--- src/rtl/tob_momentum_engine_if.sv ---
// ----------------------------------------------------------------------------
// tob_momentum_engine_if
// Bundles the two handshake paths of the top-of-book momentum engine:
//   - the decoded-frame strobe from the frame unpacker
//     (msg_valid / msg_type / msg_payload)
//   - the valid/ready order path towards order entry
//     (order_valid / order_ready / order_side / order_px / order_qty)
// Modports:
//   master : the environment side (drives frames and order_ready)
//   slave  : the engine side (consumes frames, offers orders)
// ----------------------------------------------------------------------------
interface tob_momentum_engine_if #(
    parameter int PAYLOAD_LEN = 4,
    parameter int PX_W        = 16,
    parameter int QTY_W       = 16
);
    logic                     msg_valid;
    logic [1:0]               msg_type;
    logic [PAYLOAD_LEN*8-1:0] msg_payload;

    logic                     order_valid;
    logic                     order_ready;
    logic                     order_side;
    logic [PX_W-1:0]          order_px;
    logic [QTY_W-1:0]         order_qty;

    modport master (
        output msg_valid, msg_type, msg_payload, order_ready,
        input  order_valid, order_side, order_px, order_qty
    );

    modport slave (
        input  msg_valid, msg_type, msg_payload, order_ready,
        output order_valid, order_side, order_px, order_qty
    );
endinterface

--- src/rtl/tob_momentum_engine.sv ---
// ----------------------------------------------------------------------------
// tob_momentum_engine
// Keeps a one-level book (best bid / best ask) from decoded frames and, on
// each TRADE, runs a momentum rule that may emit a single order:
//   trade at/through the ask -> BUY at ask, trade at/through the bid -> SELL
//   at bid, quantity clamped to MAX_QTY. After an accepted order the engine
//   idles for COOLDOWN_CYC cycles. Triggers that arrive while busy are
//   counted in a saturating drop counter.
// Ports:
//   clk, rst          clock, synchronous active-high reset
//   bus (slave)       frame input and valid/ready order output
//   bid_px/bid_qty    best bid,  bid_vld when populated
//   ask_px/ask_qty    best ask,  ask_vld when populated
//   spread            ask_px-bid_px, 0 when a side is empty or book crossed
//   crossed           both sides valid and ask_px <= bid_px
//   drop_cnt          saturating count of suppressed triggers
// ----------------------------------------------------------------------------
module tob_momentum_engine #(
    parameter int PAYLOAD_LEN  = 4,
    parameter int PX_W         = 16,
    parameter int QTY_W        = 16,
    parameter int MAX_QTY      = 100,
    parameter int COOLDOWN_CYC = 8
) (
    input  logic                 clk,
    input  logic                 rst,
    tob_momentum_engine_if.slave bus,
    output logic [PX_W-1:0]      bid_px,
    output logic [QTY_W-1:0]     bid_qty,
    output logic                 bid_vld,
    output logic [PX_W-1:0]      ask_px,
    output logic [QTY_W-1:0]     ask_qty,
    output logic                 ask_vld,
    output logic [PX_W-1:0]      spread,
    output logic                 crossed,
    output logic [7:0]           drop_cnt
);

    localparam logic [1:0]       MSG_BID   = 2'd0;
    localparam logic [1:0]       MSG_ASK   = 2'd1;
    localparam logic [1:0]       MSG_TRADE = 2'd2;
    localparam logic [1:0]       MSG_CLEAR = 2'd3;
    localparam logic [QTY_W-1:0] MAX_Q     = QTY_W'(MAX_QTY);

    // Cooldown counter runs 0..COOLDOWN_CYC-1 while in COOL.
    localparam int               CNT_W     = (COOLDOWN_CYC > 1) ? $clog2(COOLDOWN_CYC) : 1;
    localparam logic [CNT_W-1:0] COOL_LAST = (COOLDOWN_CYC > 0) ? CNT_W'(COOLDOWN_CYC - 1) : '0;

    typedef enum logic [1:0] {IDLE, EVAL, ISSUE, COOL} state_t;

    state_t           state, state_nxt;
    logic [PX_W-1:0]  trade_px;
    logic [CNT_W-1:0] cool_cnt;

    logic [PX_W-1:0]  msg_px;
    logic [QTY_W-1:0] msg_qty;
    logic             is_trade;
    logic             drop;

    logic             take_order;
    logic             eval_side;
    logic [PX_W-1:0]  eval_px;
    logic [QTY_W-1:0] eval_qty;

    assign msg_px   = bus.msg_payload[PAYLOAD_LEN*8-1 -: PX_W];
    assign msg_qty  = bus.msg_payload[QTY_W-1:0];
    assign is_trade = bus.msg_valid && (bus.msg_type == MSG_TRADE);
    assign drop     = is_trade && (state != IDLE);

    assign crossed = bid_vld && ask_vld && (ask_px <= bid_px);
    assign spread  = (bid_vld && ask_vld && !crossed) ? (ask_px - bid_px) : '0;

    assign bus.order_valid = (state == ISSUE);

    // Book and last trade price. Updates in every FSM state; a zero quantity
    // only invalidates the side and leaves the stale level in place.
    always_ff @(posedge clk) begin
        if (rst) begin
            bid_px   <= '0;
            bid_qty  <= '0;
            bid_vld  <= 1'b0;
            ask_px   <= '0;
            ask_qty  <= '0;
            ask_vld  <= 1'b0;
            trade_px <= '0;
        end else if (bus.msg_valid) begin
            case (bus.msg_type)
                MSG_BID: begin
                    if (msg_qty != '0) begin
                        bid_px  <= msg_px;
                        bid_qty <= msg_qty;
                        bid_vld <= 1'b1;
                    end else begin
                        bid_vld <= 1'b0;
                    end
                end
                MSG_ASK: begin
                    if (msg_qty != '0) begin
                        ask_px  <= msg_px;
                        ask_qty <= msg_qty;
                        ask_vld <= 1'b1;
                    end else begin
                        ask_vld <= 1'b0;
                    end
                end
                MSG_CLEAR: begin
                    bid_vld <= 1'b0;
                    ask_vld <= 1'b0;
                end
                default: trade_px <= msg_px;
            endcase
        end
    end

    always_ff @(posedge clk) begin
        if (rst) begin
            state <= IDLE;
        end else begin
            state <= state_nxt;
        end
    end

    // EVAL reads the book registers, which still hold the book as it stood
    // at the TRADE edge because a TRADE frame never modifies the book.
    always_comb begin
        state_nxt  = state;
        take_order = 1'b0;
        eval_side  = 1'b0;
        eval_px    = ask_px;
        eval_qty   = (ask_qty > MAX_Q) ? MAX_Q : ask_qty;
        case (state)
            IDLE: begin
                if (is_trade) begin
                    state_nxt = EVAL;
                end
            end
            EVAL: begin
                state_nxt = IDLE;
                if (!crossed) begin
                    if (ask_vld && (trade_px >= ask_px)) begin
                        take_order = 1'b1;
                    end else if (bid_vld && (trade_px <= bid_px)) begin
                        take_order = 1'b1;
                        eval_side  = 1'b1;
                        eval_px    = bid_px;
                        eval_qty   = (bid_qty > MAX_Q) ? MAX_Q : bid_qty;
                    end
                end
                if (take_order) begin
                    state_nxt = ISSUE;
                end
            end
            ISSUE: begin
                if (bus.order_ready) begin
                    state_nxt = (COOLDOWN_CYC == 0) ? IDLE : COOL;
                end
            end
            COOL: begin
                if (cool_cnt == COOL_LAST) begin
                    state_nxt = IDLE;
                end
            end
            default: state_nxt = IDLE;
        endcase
    end

    // Order fields are captured once in EVAL and held through ISSUE so book
    // traffic cannot disturb an order that is already on offer.
    always_ff @(posedge clk) begin
        if (rst) begin
            bus.order_side <= 1'b0;
            bus.order_px   <= '0;
            bus.order_qty  <= '0;
            cool_cnt       <= '0;
            drop_cnt       <= '0;
        end else begin
            if (take_order) begin
                bus.order_side <= eval_side;
                bus.order_px   <= eval_px;
                bus.order_qty  <= eval_qty;
            end
            if (state == COOL) begin
                cool_cnt <= cool_cnt + 1'b1;
            end else begin
                cool_cnt <= '0;
            end
            if (drop && (drop_cnt != 8'hFF)) begin
                drop_cnt <= drop_cnt + 8'd1;
            end
        end
    end

endmodule

--- src/flat_wrapper.sv ---
// flat-port wrapper written by rule: the top's interface ports become plain ports
module tob_momentum_engine_flat 
#(
    parameter int PAYLOAD_LEN  = 4,
    parameter int PX_W         = 16,
    parameter int QTY_W        = 16,
    parameter int MAX_QTY      = 100,
    parameter int COOLDOWN_CYC = 8
)
  (clk, rst, bid_px, bid_qty, bid_vld, ask_px, ask_qty, ask_vld, spread, crossed, drop_cnt, bus_msg_valid, bus_msg_type, bus_msg_payload, bus_order_ready, bus_order_valid, bus_order_side, bus_order_px, bus_order_qty);
  tob_momentum_engine_if #(.PAYLOAD_LEN(PAYLOAD_LEN), .PX_W(PX_W), .QTY_W(QTY_W)) bus_i ();
  input  logic clk;
  input  logic rst;
  output logic [PX_W-1:0] bid_px;
  output logic [QTY_W-1:0] bid_qty;
  output logic bid_vld;
  output logic [PX_W-1:0] ask_px;
  output logic [QTY_W-1:0] ask_qty;
  output logic ask_vld;
  output logic [PX_W-1:0] spread;
  output logic crossed;
  output logic [7:0] drop_cnt;
  input wire logic [$bits(bus_i.msg_valid)-1:0] bus_msg_valid;
  input wire logic [$bits(bus_i.msg_type)-1:0] bus_msg_type;
  input wire logic [$bits(bus_i.msg_payload)-1:0] bus_msg_payload;
  input wire logic [$bits(bus_i.order_ready)-1:0] bus_order_ready;
  output wire logic [$bits(bus_i.order_valid)-1:0] bus_order_valid;
  output wire logic [$bits(bus_i.order_side)-1:0] bus_order_side;
  output wire logic [$bits(bus_i.order_px)-1:0] bus_order_px;
  output wire logic [$bits(bus_i.order_qty)-1:0] bus_order_qty;
  assign bus_i.msg_valid = bus_msg_valid;
  assign bus_i.msg_type = bus_msg_type;
  assign bus_i.msg_payload = bus_msg_payload;
  assign bus_i.order_ready = bus_order_ready;
  assign bus_order_valid = bus_i.order_valid;
  assign bus_order_side = bus_i.order_side;
  assign bus_order_px = bus_i.order_px;
  assign bus_order_qty = bus_i.order_qty;
  tob_momentum_engine #(.PAYLOAD_LEN(PAYLOAD_LEN), .PX_W(PX_W), .QTY_W(QTY_W), .MAX_QTY(MAX_QTY), .COOLDOWN_CYC(COOLDOWN_CYC)) u_core (.clk(clk), .rst(rst), .bus(bus_i), .bid_px(bid_px), .bid_qty(bid_qty), .bid_vld(bid_vld), .ask_px(ask_px), .ask_qty(ask_qty), .ask_vld(ask_vld), .spread(spread), .crossed(crossed), .drop_cnt(drop_cnt));
endmodule
--- config.mk ---
export PLATFORM = sky130hd
export DESIGN_NAME = tob_momentum_engine_flat
export DESIGN_NICKNAME = d
export VERILOG_FILES = /design/src/rtl/tob_momentum_engine_if.sv /design/src/rtl/tob_momentum_engine.sv /design/src/flat_wrapper.sv
export SDC_FILE = /design/constraint.sdc
export NUM_CORES = 1
export LEC_CHECK = 0
export BUFFER_PORTS_ARGS = -buffer_cell sky130_fd_sc_hd__buf_2
export CORE_ASPECT_RATIO = 0.5
export CORE_MARGIN = 1
export CORE_UTILIZATION = 58
export DETAILED_ROUTE_END_ITERATION = 8
export PLACE_DENSITY = 0.89
export SLEW_MARGIN = 20
export SYNTH_ARGS = -nofsm -noshare
export SYNTH_HDL_FRONTEND = slang
export SYNTH_SLANG_ARGS = --single-unit
--- constraint.sdc ---
create_clock -name clk -period 5 [get_ports clk]
set_clock_uncertainty 0.05 [all_clocks]
set_input_delay 0.25 -clock clk [delete_from_list [all_inputs] [get_ports clk]]
set_output_delay 0.25 -clock clk [all_outputs]
set_load 0.02 [all_outputs]
Word-level counts from Yosys, hierarchy flattened
Index checks and enable logic that the tools add are counted.
Word-level totals
  register bits: 128
  output and inout port bits: 125
Cells by class
  add/sub/neg operators: 3
  order comparisons: 5
  equality and inequality tests: 11
  muxes and demuxes: 27
  bitwise gates (word level): 2
  reductions and logical operators: 23
Operator list (number)
  $mux W16: 11
  $gt A16 B7 Y1 const B: 2
  $le A16 B16 Y1: 2
  $ge A16 B16 Y1: 1
  $reduce_bool A16 Y1: 1
  $sub A16 B16 Y16: 1
  $mux W1: 9
  $reduce_and A3 Y1: 3
  $add A8 B1 Y8 const B: 1
  $eq A2 B2 Y1 const B: 4
  $logic_and A1 B1 Y1: 8
  $mux W2: 4
  $ne A8 B8 Y1 const B: 1
  $pmux W2 S4: 1
  $reduce_and A2 Y1: 3
  $reduce_bool A2 Y1: 3
  $eq A2 B1 Y1 const B: 2
  $logic_not A2 Y1: 2
  $ne A2 B1 Y1 const B: 2
  $pmux W1 S2: 2
  $add A3 B1 Y3 const B: 1
  $eq A3 B3 Y1 const B: 1
  $reduce_or A3 Y1: 1
  $ne A2 B2 Y1 const B: 1
  3 further kinds: 4

Logic depth before layout (Yosys ltp)
  depth in word-level cells: 8
  gate-level depth with buffers: 14
  depth with buffers taken out: 12

Worst setup path before layout
No wires, ideal clock.
  kind: register to register
  start point: register u_core.bid_px[0]
  end point: register u_core.bus.order_px[14]
  setup time: 0.121 ns
  arrival: 2.605 ns
  data required time: 4.829 ns
  slack: 2.224 ns
  stages on the path, launching flop included: 13
  clock period less this slack: 2.776 ns
  cell sequence: dfxtp_1 ha_1 inv_1 fa_1 nand3_1 a21oi_1 o31ai_1 a21oi_2 o21ai_2 a21oi_1 buf_2 nand2_2 a2bb2o_1
On the way
  word-level cells in the longest chain between the ends: 7
  elaborated cells on any way between the ends: 13
  those cells by class: 2 x order compare; 9 x mux; 2 x reduce/logical
Ends and longest elaborated chain
  start, declared: line tob_momentum_engine.sv:28  | output logic [PX_W-1:0] bid_px,
  start signal, assigned: line tob_momentum_engine.sv:90  | bid_px <= msg_px;
  $le A16 B16 Y1: line tob_momentum_engine.sv:142  | end else if (bid_vld && (trade_px <= bid_px)) begin
  $logic_and A1 B1 Y1: line tob_momentum_engine.sv:142
  $mux W1: line tob_momentum_engine.sv:142
  $mux W1: line tob_momentum_engine.sv:140  | if (ask_vld && (trade_px >= ask_px)) begin
  $mux W1: line tob_momentum_engine.sv:139  | if (!crossed) begin
  $mux W1 (2 in series): line tob_momentum_engine.sv:131  | case (state)
  end signal, assigned: line tob_momentum_engine.sv:179  | bus.order_px <= eval_px;
  end, declared: line tob_momentum_engine_if.sv:34  | output order_valid, order_side, order_px, order_qty
Parallel ways exist; a longest one is shown, timed or not. The select of a mux whose other input is x is not followed.
A chain may end at the register's enable or synchronous reset.

Worst setup path in the final report
  start point: register u_core.bid_px[9]
  end point: output port spread[3]
On the way
  word-level cells in the longest chain between the ends: 5
Ends and longest elaborated chain
  $le A16 B16 Y1: line tob_momentum_engine.sv:70  | assign crossed = bid_vld && ask_vld && (ask_px <= bid_px);
  $logic_and A1 B1 Y1: line tob_momentum_engine.sv:70
  $logic_not A1 Y1: line tob_momentum_engine.sv:71  | assign spread = (bid_vld && ask_vld && !crossed) ? (ask_px - bid_px) : '0;
  $logic_and A1 B1 Y1: line tob_momentum_engine.sv:71
  $mux W16: line tob_momentum_engine.sv:71
  end, declared: line flat_wrapper.sv:20  | output logic [PX_W-1:0] spread;
No other way between the ends.

==> qor.yml <==
status:
  status: "finished clean"
pwr:
  seq_power_share_pct: 39.8
  p_per_area_nw_per_um2: 342
  clockPowerShare_pct: 46.3
  power.total_mw: 2.69
  vdd.ir_drop.worst_mv: 0.232
  p_sw_uw: 804
  switching_share_pct: 29.9
  power.leakage_nw: 3.50
  pwr-share-comb_pct: 13.9
  intPower_mw: 1.89
sta:
  setup_viol_count_final: 0
  final.period_utilization_pct: 75.6
  finalCriticalPeriod_ns: 3.78
  slew_viol_final: 0
  fin_tns_setup_ns: 0
  slew_headroom_pct: 36.1
  clock.fmax_mhz: 264
  rsz0062_at_grt: "no"
  tightest_slew_ns: 0.958
  holdWs_ns: 0.0325
  hold_violations: 0
global_route:
  grt_pass1_vias: 6244
  antenna_found_initial: 0
  overflow: 0
  grt_max_degree: 65
  grt_pass1_wl_mm: 31.2
  grt_util_all_layers_pct: 35.0
clocking:
  clkTransAtPathRegs_ns: 0.07
  cts_tree: "yes"
  hold_buffers: 0
  clock-root-buffer: "clkbuf_16"
  ctsLongestPathBuffers: 2
  insertion_delay_ns: 0.43
  numCtsBuffers: 17
  cts_sinks: 128
  htreeDepth: 4
  ctsResizeCount: 0
  post-cts-setup-buffers: 0
synth:
  syn_inst: 802
  yosysSeqAreaShare_pct: 40.0
  avgSynthCellArea_um2: 7.99
  ys.warnings.count: 0
  synth_adder_area_share_pct: 11.1
  synth_edf_count: 0
  synth_top_family_by_area: "simple AND/OR/NAND/NOR gates"
  ys_seq_elements: 128
  synth_simple_gate_area_share_pct: 22.0
  yosys.area_share.xor_xnor_pct: 2.32
  ys_async_sr_fraction_pct: 0
  synthesis.nets: 896
  netlist_area_um2: 6400
  synth_mux_area_share_pct: 0.508
  synthFlopType: "dfxtp_1"
  synth_compound_area_share_pct: 19.2
  synth.distinct_cells: 59
place:
  dp_cells: 1073
  portBuffers: 162
  dp_hpwl_mm: 13.7
  gp_congestion: 0.945
cells_and_area:
  area_growth_pct: 22.9
  drive_above_1_share_pct: 21.9
  multi_input_comb_area_um2: 3530
  mostFrequentLayoutCells: "nand2_1 (177), buf_2 (162), dfxtp_1 (128)"
  nFillCells: 782
  antenna_cells: 0
  seq_area_um2: 2560
  final_common_cell: "nand2_1"
  fin_cells: 1105
  fin_nets: 1046
min_path:
  hp-class: "input port to flop"
  hold_start: "bus_msg_payload[17]"
critical_path:
  slowest_stage: "nand3_1"
  critical_path.top_delay_family: "compound AO/OA/AOI/OAI gates"
  crit_type: "flop to output port"
  crit_chain: "inv_1, ha_1, a21oi_1, o21ai_0, a21oi_1, a21oi_2, nand3_1, a211oi_1, buf_2"
  crit_start: "u_core.bid_px[9]"
  worst_setup_path_end_kind: "output port"
  slowest_delay_ns: 0.56
  r2r-start: "u_core.bid_px[9]"
  cp_common_cell: "a21oi_1"
  start_kind: "flop"
  crit_buf_inv: 2
  required_ns: 4.70
  arrival_ns: 3.48
  path_max_fanout: 16
routing:
  avgViaCountPerCell: 5.89
  wirelength_mm: 19.5
  drc: 0
  drt-pass1-iter-count: 7
  wire_per_inst_um: 17.6
  drt_iter0_markers: 550
  ant_nets: 0
  num_vias: 6506
floorplan:
  start_util_pct: 61.1
  die_width_um: 151
  rows: 26
  die_area_um2: 11500
  die_y_um: 76.3
  core_area_um2: 10500
  pin_count: 163
job:
  cap_violations: 0
[power groups by stage]
| stage | registers, mW | clock network, mW | logic, mW |
|---|---|---|---|
| floorplan | 1.11 | 0 | 0.231 |
| global placement | 1.09 | 0 | 0.352 |
| detailed placement | 1.09 | 0 | 0.361 |
| CTS | 1.07 | 1.25 | 0.366 |
| global route | 1.07 | 1.30 | 0.407 |
| finish | 1.07 | 1.25 | 0.374 |
[registers in the layout, summed over array words and instances, names as in the netlist, named ones only]
register,flops
u_core.ask_px,16
u_core.ask_qty,16
u_core.bid_px,16
u_core.bid_qty,16
u_core.bus.order_px,16
u_core.bus.order_qty,16
u_core.trade_px,16
u_core.drop_cnt,8
u_core.cool_cnt,3
u_core.ask_vld,1
u_core.bid_vld,1
u_core.bus.order_side,1
u_core.state,1
[stage by stage]
stage,utilization (%),setup WS (ns),area [um^2]
global route,75.1,1.03,7870
detailed placement,69.5,1.47,7280
CTS,75.1,1.29,7870
finish,75.1,1.22,7870
floorplan,-,2.22,6400
global placement,69.5,1.65,7280
[final timing paths]
| kind | endpoint | slack (ns) | cells past startpoint |
|---|---|---|---|
| worst max-delay path | spread[3] | 1.22 | 9 |
| worst min-delay path | u_core.ask_px[1] | 0.03 | 3 |
| worst max register to register | u_core.bus.order_px[14] | 1.40 | 10 |
| worst min register to register | u_core.cool_cnt[0] | 0.38 | 1 |
[area by class of cell]
class	instances	share of cell area, %
Sequential cell	128	32.6
Inverter	44	2.10
Clock inverter	15	2.03
Tap cell	140	2.23
Timing Repair Buffer	167	10.8
Multi-Input combinational cell	594	44.9
Clock buffer	17	5.40
[Yosys cell counts, types with 6 or more instances]
| library cell | n | area, um^2 |
|---|---|---|
| a21oi_1 | 109 | 546 |
| and2_1 | 14 | 87.6 |
| and3_1 | 7 | 43.8 |
| clkbuf_1 | 30 | 113 |
| dfxtp_1 | 128 | 2560 |
| ha_1 | 55 | 688 |
| inv_1 | 43 | 161 |
| nand2_1 | 177 | 664 |
| nand2b_1 | 6 | 37.5 |
| nand3_1 | 10 | 50.1 |
| nand4_1 | 13 | 81.3 |
| nor2_1 | 47 | 176 |
| nor2b_1 | 7 | 43.8 |
| nor3_1 | 7 | 35.0 |
| nor4_1 | 8 | 50.1 |
| o21ai_0 | 25 | 125 |
| o22ai_1 | 16 | 100 |
| o2bb2ai_1 | 16 | 140 |
| xnor2_1 | 9 | 78.8 |
| xor2_1 | 8 | 70.1 |
[cell families (layout without fill, tap and decap cells)]
family / Yosys count / after routing
AO/OA/AOI/OAI: 204 / 204
XOR/XNOR: 17 / 17
adder cells (fa/ha/maj): 56 / 56
buffers and inverters: 80 / 243
flip-flops: 128 / 128
multiplexers: 3 / 3
AND/OR/NAND/NOR: 314 / 314
[routing by layer]
metal	wire [um]	up-vias	track usage (%)
met2	8780	360	55.2
met3	2020	51	7.90
met5	0	-	0
met1	8150	3012	45.5
met4	503	0	16.0
li1	-	3083	-
[tightest hold or removal path, delay by kind of cell]
kind	cells	cell delay (ns)
and+or+nand+nor	1	0.05
AOI/OAI and AO/OA	1	0.05
buffers and inverters	1	0.11
(Power assumes the default switching activity.)
